$ cat config.mk
export PLATFORM = sky130hd
export DESIGN_NAME = snake_pixel_renderer
export DESIGN_NICKNAME = d
export VERILOG_FILES = /design/src/rtl/snake_pixel_renderer.sv
export SDC_FILE = /design/constraint.sdc
export NUM_CORES = 2
export LEC_CHECK = 0
export ABC_CLOCK_PERIOD_IN_PS = 10000
export BUFFER_PORTS_ARGS = -buffer_cell sky130_fd_sc_hd__buf_4
export CORE_MARGIN = 2
export CORE_UTILIZATION = 49
export DETAILED_ROUTE_END_ITERATION = 8
export GPL_TIMING_DRIVEN = 1
export PLACE_DENSITY = 0.77
export SLEW_MARGIN = 10
export SYNTH_ARGS = -nofsm -noshare
export SYNTH_HDL_FRONTEND = slang
export SYNTH_SLANG_ARGS = --single-unit
export TNS_END_PERCENT = 30
$ cat constraint.sdc
create_clock -name CLK -period 10 [get_ports CLK]
set_input_delay 1.5 -clock CLK [delete_from_list [all_inputs] [get_ports CLK]]
set_output_delay 1.5 -clock CLK [all_outputs]
set_load 0.1 [all_outputs]
$ cat src/rtl/snake_pixel_renderer.sv
`default_nettype none
// ============================================================================
// Module   : snake_pixel_renderer
// Brief    : Snake body, movement and hit detection, plus per-state RGB444
//            pixel colour for the VGA stage (160x120 grid of 4x4 cells).
//            Optional macro SNAKE_WIN_ANIM_EN animates the WIN screen.
// Revision : 1.0
// ============================================================================
module snake_pixel_renderer #(
    parameter int MAX_LENGTH   = 32,
    parameter int START_LENGTH = 4,
    parameter int MOVE_PERIOD  = 5_000_000,
    parameter int START_X      = 80,
    parameter int START_Y      = 60
) (
    input  logic        CLK,
    input  logic        RESET_N,
    input  logic [1:0]  MSM_STATE,
    input  logic [1:0]  NAV_STATE,
    input  logic [7:0]  TARGET_X,
    input  logic [6:0]  TARGET_Y,
    input  logic [9:0]  ADDRH,
    input  logic [9:0]  ADDRY,
    output logic [11:0] COLOUR_OUT,
    output logic        TARGET_REACHED,
    output logic        SELF_HIT
);

    localparam logic [1:0] ST_IDLE   = 2'b00;
    localparam logic [1:0] ST_PLAY   = 2'b01;
    localparam logic [1:0] ST_WIN    = 2'b10;
    localparam logic [1:0] ST_LOSE   = 2'b11;
    localparam logic [1:0] DIR_UP    = 2'b00;
    localparam logic [1:0] DIR_RIGHT = 2'b01;
    localparam logic [1:0] DIR_DOWN  = 2'b10;
    localparam logic [1:0] DIR_LEFT  = 2'b11;

    localparam int              CNT_W     = (MOVE_PERIOD > 1) ? $clog2(MOVE_PERIOD) : 1;
    localparam int              LEN_W     = $clog2(MAX_LENGTH + 1);
    localparam logic [CNT_W-1:0] CNT_LAST = CNT_W'(MOVE_PERIOD - 1);
    localparam logic [LEN_W-1:0] LEN_START = LEN_W'(START_LENGTH);
    localparam logic [LEN_W-1:0] LEN_MAX   = LEN_W'(MAX_LENGTH);
    localparam logic [7:0]       X_LAST    = 8'd159;
    localparam logic [6:0]       Y_LAST    = 7'd119;
    localparam logic [6:0]       Y_START   = 7'(START_Y);

    // Body laid out leftwards from the start head, wrapping around the grid.
    function automatic logic [7:0] init_x(input int idx);
        return 8'((START_X + 160 * (idx / 160 + 1) - idx) % 160);
    endfunction

    logic [7:0]       seg_x_q [MAX_LENGTH];
    logic [7:0]       seg_x_d [MAX_LENGTH];
    logic [6:0]       seg_y_q [MAX_LENGTH];
    logic [6:0]       seg_y_d [MAX_LENGTH];
    logic [LEN_W-1:0] len_q, len_d;
    logic [1:0]       dir_q, dir_d;
    logic [CNT_W-1:0] cnt_q, cnt_d;
    logic [11:0]      colour_q, colour_d;
    logic             target_q, target_d;
    logic             self_hit_q, self_hit_d;
`ifdef SNAKE_WIN_ANIM_EN
    logic [3:0]       anim_q, anim_d;
`endif

    logic       cnt_run;
    logic       step;
    logic [1:0] nav_dir;
    logic [7:0] head_x;
    logic [6:0] head_y;
    logic       hit_target;
    logic       hit_self;
    logic [7:0] cell_x;
    logic [6:0] cell_y;
    logic       body_hit;

    always_comb begin
        nav_dir = (NAV_STATE == (dir_q ^ 2'b10)) ? dir_q : NAV_STATE;
        head_x  = seg_x_q[0];
        head_y  = seg_y_q[0];
        case (nav_dir)
            DIR_UP:    head_y = (seg_y_q[0] == 7'd0)  ? Y_LAST : seg_y_q[0] - 7'd1;
            DIR_RIGHT: head_x = (seg_x_q[0] == X_LAST) ? 8'd0  : seg_x_q[0] + 8'd1;
            DIR_DOWN:  head_y = (seg_y_q[0] == Y_LAST) ? 7'd0  : seg_y_q[0] + 7'd1;
            DIR_LEFT:  head_x = (seg_x_q[0] == 8'd0)  ? X_LAST : seg_x_q[0] - 8'd1;
        endcase
        hit_target = (head_x == TARGET_X) && (head_y == TARGET_Y);
        // The tail cell vacates on this step, so only indices up to length-2 count.
        hit_self = 1'b0;
        for (int i = 0; i < MAX_LENGTH - 1; i++) begin
            if ((i + 1) < int'(len_q) && seg_x_q[i] == head_x && seg_y_q[i] == head_y) begin
                hit_self = 1'b1;
            end
        end
    end

    always_comb begin
`ifdef SNAKE_WIN_ANIM_EN
        cnt_run = (MSM_STATE == ST_PLAY) || (MSM_STATE == ST_WIN);
`else
        cnt_run = (MSM_STATE == ST_PLAY);
`endif
        step = (MSM_STATE == ST_PLAY) && (cnt_q == CNT_LAST);
    end

    always_comb begin
        seg_x_d    = seg_x_q;
        seg_y_d    = seg_y_q;
        len_d      = len_q;
        dir_d      = dir_q;
        cnt_d      = cnt_q;
        target_d   = 1'b0;
        self_hit_d = 1'b0;
`ifdef SNAKE_WIN_ANIM_EN
        anim_d     = anim_q;
`endif
        if (MSM_STATE == ST_IDLE) begin
            for (int i = 0; i < MAX_LENGTH; i++) begin
                seg_x_d[i] = init_x(i);
                seg_y_d[i] = Y_START;
            end
            len_d = LEN_START;
            dir_d = DIR_RIGHT;
            cnt_d = '0;
`ifdef SNAKE_WIN_ANIM_EN
            anim_d = 4'd0;
`endif
        end else begin
            if (cnt_run) begin
                cnt_d = (cnt_q == CNT_LAST) ? '0 : cnt_q + 1'b1;
`ifdef SNAKE_WIN_ANIM_EN
                if (cnt_q == CNT_LAST) begin
                    anim_d = anim_q + 4'd1;
                end
`endif
            end
            if (step) begin
                dir_d = nav_dir;
                for (int i = 1; i < MAX_LENGTH; i++) begin
                    seg_x_d[i] = seg_x_q[i-1];
                    seg_y_d[i] = seg_y_q[i-1];
                end
                seg_x_d[0] = head_x;
                seg_y_d[0] = head_y;
                target_d   = hit_target;
                self_hit_d = hit_self;
                if (hit_target && len_q != LEN_MAX) begin
                    len_d = len_q + 1'b1;
                end
            end
        end
    end

    always_comb begin
        cell_x   = ADDRH[9:2];
        cell_y   = ADDRY[8:2];
        body_hit = 1'b0;
        for (int i = 0; i < MAX_LENGTH; i++) begin
            if (i < int'(len_q) && seg_x_q[i] == cell_x && seg_y_q[i] == cell_y) begin
                body_hit = 1'b1;
            end
        end
        colour_d = 12'h000;
        if (ADDRH < 10'd640 && ADDRY < 10'd480) begin
            case (MSM_STATE)
                ST_IDLE: colour_d = 12'h00F;
                ST_PLAY: begin
                    if (body_hit) begin
                        colour_d = 12'hFF0;
                    end else if (cell_x == TARGET_X && cell_y == TARGET_Y) begin
                        colour_d = 12'hF00;
                    end else begin
                        colour_d = 12'h0F0;
                    end
                end
`ifdef SNAKE_WIN_ANIM_EN
                ST_WIN:  colour_d = {anim_q, ADDRH[7:4], ADDRY[7:4]};
`else
                ST_WIN:  colour_d = 12'hFFF;
`endif
                ST_LOSE: colour_d = 12'hF00;
            endcase
        end
    end

    always_ff @(posedge CLK or negedge RESET_N) begin
        if (!RESET_N) begin
            for (int i = 0; i < MAX_LENGTH; i++) begin
                seg_x_q[i] <= init_x(i);
                seg_y_q[i] <= Y_START;
            end
            len_q      <= LEN_START;
            dir_q      <= DIR_RIGHT;
            cnt_q      <= '0;
            colour_q   <= 12'h000;
            target_q   <= 1'b0;
            self_hit_q <= 1'b0;
`ifdef SNAKE_WIN_ANIM_EN
            anim_q     <= 4'd0;
`endif
        end else begin
            seg_x_q    <= seg_x_d;
            seg_y_q    <= seg_y_d;
            len_q      <= len_d;
            dir_q      <= dir_d;
            cnt_q      <= cnt_d;
            colour_q   <= colour_d;
            target_q   <= target_d;
            self_hit_q <= self_hit_d;
`ifdef SNAKE_WIN_ANIM_EN
            anim_q     <= anim_d;
`endif
        end
    end

    assign COLOUR_OUT     = colour_q;
    assign TARGET_REACHED = target_q;
    assign SELF_HIT       = self_hit_q;

endmodule
`default_nettype wire

After elaboration in Yosys (flattened, before gate mapping)
Index checks and enable logic that the tools add are counted.
{"block": "totals", "ff_bits": 525, "out_inout_bits": 14, "inputBits": 41, "word_cells": 481}
{"block": "op_classes", "n_addsub": 6, "n_reduce_logical": 139, "eq_ne": 141, "magnitude_cmp": 34, "bitwise": 1, "mux": 90}
{"cell": "$eq A8 B8 Y1", "n": 65}
{"cell": "$mux W256", "n": 2}
{"cell": "$eq A7 B7 Y1", "n": 65}
{"cell": "$mux W224", "n": 2}
{"cell": "$logic_and A1 B1 Y1", "n": 131}
{"cell": "$lt A5 B6 Y1 const A", "n": 16}
{"cell": "$mux W23", "n": 3}
{"cell": "$mux W1", "n": 67}
{"cell": "$lt A4 B6 Y1 const A", "n": 8}
{"cell": "$pmux W12 S4", "n": 1}
{"cell": "$mux W12", "n": 3}
{"cell": "$lt A3 B6 Y1 const A", "n": 4}
{"cell": "$add A23 B1 Y23 const B", "n": 1}
{"cell": "$eq A23 B23 Y1 const B", "n": 1}
{"cell": "$mux W6", "n": 3}
{"cell": "$mux W8", "n": 2}
{"cell": "$pmux W8 S2", "n": 1}
{"cell": "$mux W7", "n": 2}
{"cell": "$pmux W7 S2", "n": 1}
{"cell": "$lt A1 B6 Y1 const A", "n": 2}
{"cell": "$lt A2 B6 Y1 const A", "n": 2}
{"cell": "$lt A10 B10 Y1 const B", "n": 1}
{"cell": "$lt A10 B9 Y1 const B", "n": 1}
{"cell": "$add A8 B1 Y8 const B", "n": 1}
{"cell": "17 further kinds", "n": 26}

Longest topological paths before layout
{"block": "depth", "word_depth": 41, "depth_mapped": 18}

Worst setup path before layout
No wires, ideal clock.
{"block": "synth_path", "path_kind": "input-to-reg", "from": "in NAV_STATE[0]", "to": "reg self_hit_q (netlist: SELF_HIT)", "setup_ns": 0.084, "path_slack_ns": 5.528, "t_arrival_ns": 4.388, "stages": 11, "required_time_ns": 9.916, "cell_sequence": "buf_2 -> xor2_1 -> mux2i_1 -> mux2i_1 -> o21ai_1 -> a221o_1 -> or4_1 -> or4_1 -> nand4_1 -> nor4_1 -> a41oi_2"}
{"block": "synth_between", "elab_chain_len": 40}
{"item": "start: declaration", "line_no": "19", "source": "input logic [1:0] NAV_STATE,"}
{"item": "$eq A2 B2 Y1", "line_no": "78", "source": "nav_dir = (NAV_STATE == (dir_q ^ 2'b10)) ? dir_q : NAV_STATE;"}
{"item": "$mux W2 *", "line_no": "78"}
{"item": "$eq A2 B2 Y1 or $eq A2 B1 Y1 (tied branches)", "line_no": "81", "source": "case (nav_dir)"}
{"item": "$pmux W8 S2", "line_no": "81"}
{"item": "$eq A8 B8 Y1", "line_no": "91", "source": "if ((i + 1) < int'(len_q) && seg_x_q[i] == head_x && seg_y_q[i] == head_y) begin"}
{"item": "$logic_and A1 B1 Y1 (2 in a row)", "line_no": "91"}
{"item": "$mux W1 (30 in a row)", "line_no": "91"}
{"item": "$mux W1 *", "line_no": "91"}
{"item": "$mux W1 *", "line_no": "137", "source": "if (step) begin"}
{"item": "$mux W1 *", "line_no": "117", "source": "if (MSM_STATE == ST_IDLE) begin"}
{"item": "named net self_hit_d", "line_no": "61", "source": "logic self_hit_q, self_hit_d;"}
{"item": "end signal: assignment", "line_no": "209", "source": "self_hit_q <= self_hit_d;"}
{"item": "end: declaration", "line_no": "61"}
Mark *: on every way through the listed nets, which the timed path passes. The rest lies on a longest branch.
A chain may end at the register's enable or synchronous reset.

Worst setup path in the final report
Same ends and word-level chain as after synthesis.

==> results.py <==
metrics = {
    "timing": {
        "setup_total_negative_slack_ns": 0,
        "fmax_mhz": 165,
        "setup_viol_count_final": 0,
        "drv_slew": 0,
        "timing_hold_violations_final": 0,
        "finClkSkew_ns": 0.0163,
        "worst_hold_check_slack_ns": 0.510,
        "slew_headroom": 0.175,
        "timing_worst_slew_pin_value_ns": 1.23,
        "layout_min_cycle_time_ns": 6.06,
        "unrepaired_setup_endpoints_after_global_routing": "no",
        "min_period_over_period": 0.606,
    },
    "synthesis": {
        "dominantRegCellSynth": "dfrtp_1",
        "synthDominantAreaCellType": "dfrtp_1",
        "synth_enable_flop_cells": 0,
        "synthCells": 4152,
        "synth_area_leaders": "dfrtp_1 (20%), dfstp_2 (18%), xnor2_1 (12%), xor2_1 (11%), nor2_1 (5.7%)",
        "ys_async_sr_fraction": 1.00,
        "ys_seq_elements": 516,
        "synth_cell_types": 88,
        "synth_fp_nets": 4202,
        "synthesis.area_um2": 34500,
        "synthesis.area_per_instance_um2": 8.32,
        "synth.top_cells.by_count": "nor2_1 (527), nand2_1 (513), xnor2_1 (466)",
        "ys_seq_area_frac": 0.383,
        "synth_most_common_cell": "nor2_1",
        "yosysWarnings": 0,
        "yosys_top_cell_area_share": 0.199,
    },
    "setup_path": {
        "cp-end-kind": "register",
        "r2r_end": "SELF_HIT$_DFF_PN0_",
        "crit_path_start_kind": "input pin",
        "cp_data_arrival_time_ns": 6.61,
        "critPathMaxFanout": 55,
        "worst_reg2reg_path_length_in_cells": 11,
        "worstSetupPathType": "in -> reg",
        "critical_path.reg2reg.startpoint": "dir_q[0]$_DFFE_PN1P_",
        "reg2reg_setup_slack_ns": 4.42,
        "critPathRequiredTime_ns": 10.55,
    },
    "outcome": {
        "status": "completed",
    },
    "finish": {
        "register_area_um2": 13200,
        "design.final.nets": 4029,
        "fin_util": 0.533,
        "final_cell_area_um2": 37300,
        "area.growth.synth_to_final_pct": 7.92,
        "final_cell_count_no_fill": 4971,
        "layout.filler_cells": 6436,
        "post_route_cells_drive_above_1_share": 0.124,
        "multi_input_comb_area_um2": 19900,
    },
    "power_and_ir_drop": {
        "pwr_density_cell_nw_per_um2": 128,
        "leakage_power_nw": 15.0,
        "peakVddDrop_mv": 0.160,
    },
    "floorplan": {
        "die_width_um": 269,
        "fp-row-count": 97,
        "die_area_um2": 72600,
        "boundaryPins": 55,
        "coreArea_um2": 69900,
        "initial_utilization": 0.494,
        "die_h_um": 269,
    },
    "route": {
        "wl_per_cell_um": 26.4,
        "final_antenna_net_count": 0,
        "drt-initial-drc-count": 5227,
        "detail_route.wirelength.met1_um": 48300,
        "final_routed_wirelength_across_all_metal_layers_um": 131000,
        "dr.max_layer_used": "met5",
        "post_drt_via_cell_ratio": 6.52,
        "drt_first_pass_iters": 8,
        "met2_wire_length_um": 54000,
        "detail_route.drc_violations": 0,
        "wl_met3_um": 18300,
        "vias": 32405,
    },
    "cts": {
        "cts-buffers-inserted": 57,
        "postCtsSetupRepairBufs": 0,
        "clkLatencyLatePin_ns": 0.64,
        "cts_sinks": 516,
        "cts-resized-gates": 0,
        "ctsRootBufferMaster": "clkbuf_16",
        "max-clock-path-buffers": 3,
        "clk_transition_reported_paths_ns": 0.06,
        "tritoncts": "built",
        "cts.hold.buffers_added": 0,
        "h-tree-depth": 2,
    },
    "global_routing": {
        "antenna_found_initial": 7,
        "first_global_vias": 30881,
        "largest_net_degree_at_the_start_of_global_routing": 237,
        "global_route.usage.total": 0.352,
        "globalRoute.totalOverflow": 0,
        "wire_length_of_the_first_global_routing_pass_um": 196000,
    },
    "hold_path": {
        "holdPathEnd": "cnt_q[19]$_DFFE_PN0P_",
        "worst_hold_startpoint": "cnt_q[19]$_DFFE_PN0P_",
        "min-delay-path-class": "reg -> reg",
        "min_path_cells": 1,
    },
    "placement": {
        "io_buffer_count": 50,
        "gp_congestion": 1.04,
        "inst_count_dp": 4860,
        "detailed_place_hpwl_um": 84500,
        "dpl-instance-area_um2": 35300,
    },
    "flow_run": {
        "maxCapViolCount": 0,
    },
}
[placed cells by master (no fill, tap or decap), drive strengths merged, types with 7 or more instances in the layout]
| master | count |
|---|---|
| dfrtp | 274 |
| a221o | 8 |
| mux2 | 7 |
| nor3 | 53 |
| a2111oi | 14 |
| a31oi | 13 |
| nand3 | 291 |
| o22ai | 11 |
| o2111ai | 24 |
| nor2 | 527 |
| a41oi | 7 |
| or2 | 14 |
| xnor2 | 468 |
| a211oi | 19 |
| nor4 | 116 |
| o211ai | 14 |
| nand2 | 513 |
| o31ai | 13 |
| o21a | 7 |
| mux2i | 9 |
| buf | 119 |
| o21ai | 125 |
| clkbuf | 92 |
| and3 | 20 |
| a22oi | 10 |
| ha | 9 |
| nand2b | 10 |
| clkinv | 7 |
| dfstp | 242 |
| xor2 | 415 |
| o221ai | 7 |
| inv | 28 |
| a21o | 8 |
| nand4 | 127 |
| a221oi | 10 |
| or4 | 17 |
| or3 | 13 |
| a21oi | 278 |
[per-layer routing]
metal  up-vias  GRT usage
met1     15481      0.458
met5         -    0.00526
met2      2451      0.502
met4        14      0.230
li1      13745          -
met3       714      0.112
[logic make-up after synthesis]
group | count (synthesis) | share of synthesized area
buffers and inverters | 378 | 0.0450
DFF | 516 | 0.383
xor gates and xnor gates | 883 | 0.225
AOI/OAI and AO/OA | 604 | 0.106
adders and majority gates | 9 | 0.00326
muxes | 16 | 0.00572
and+or+nand+nor | 1746 | 0.233
[state kept, by name, indices dropped and copies added, names as in the netlist]
| signal | flops |
|---|---|
| COLOUR_OUT | 3 |
| SELF_HIT | 1 |
| TARGET_REACHED | 1 |
| cnt_q | 23 |
| dir_q | 2 |
| len_q | 6 |
| seg_x_q | 256 |
| seg_y_q | 224 |
[stage by stage]
stage	total power, mW	setup WS (ns)
2_1_floorplan	2.40	5.53
3_3_place_gp	2.56	3.73
3_5_place_dp	2.57	3.71
4_1_cts	4.78	4.34
5_1_grt	4.89	4.11
6_report	4.79	3.94
[worst max-delay path, stage by stage]
cell and delay [ns]:
buf_4 0.55, inv_1 0.55, nor2_1 0.66, or2_2 0.47
buf_4 0.53, o211ai_1 0.14, a2111oi_0 0.89, nand3_1 0.12
or4_1 0.68, and4_1 0.25, a41oi_2 0.16
[worst max-delay path by stage]
| stage | from | to | slack [ns] | cells after the start |
|---|---|---|---|---|
| 3_3_place_gp | NAV_STATE[0] | SELF_HIT$_DFF_PN0_ | 3.73 | 11 |
| 5_1_grt | NAV_STATE[0] | SELF_HIT$_DFF_PN0_ | 4.11 | 11 |
| 6_report | NAV_STATE[0] | SELF_HIT$_DFF_PN0_ | 3.94 | 11 |
| 3_5_place_dp | NAV_STATE[0] | SELF_HIT$_DFF_PN0_ | 3.71 | 11 |
| 4_1_cts | NAV_STATE[0] | SELF_HIT$_DFF_PN0_ | 4.34 | 11 |
| 2_1_floorplan | NAV_STATE[0] | SELF_HIT$_DFF_PN0_ | 5.53 | 11 |
[power breakdown]
| group | switching (mW) | internal [mW] |
|---|---|---|
| registers | 0.00191 | 2.09 |
| clock network | 0.932 | 1.30 |
| logic | 0.332 | 0.126 |
| total | 1.27 | 3.52 |
[cell type report]
| cell class | count | area share |
|---|---|---|
| Timing Repair Buffer | 119 | 0.0252 |
| Inverter | 27 | 0.00272 |
| Clock buffer | 92 | 0.0470 |
| Tap cell | 940 | 0.0316 |
| Clock inverter | 16 | 0.00550 |
| Antenna cell | 3 | 0.000201 |
| Sequential cell | 516 | 0.355 |
| Multi-Input combinational cell | 3258 | 0.533 |
Power figures use the tool's default switching activity.
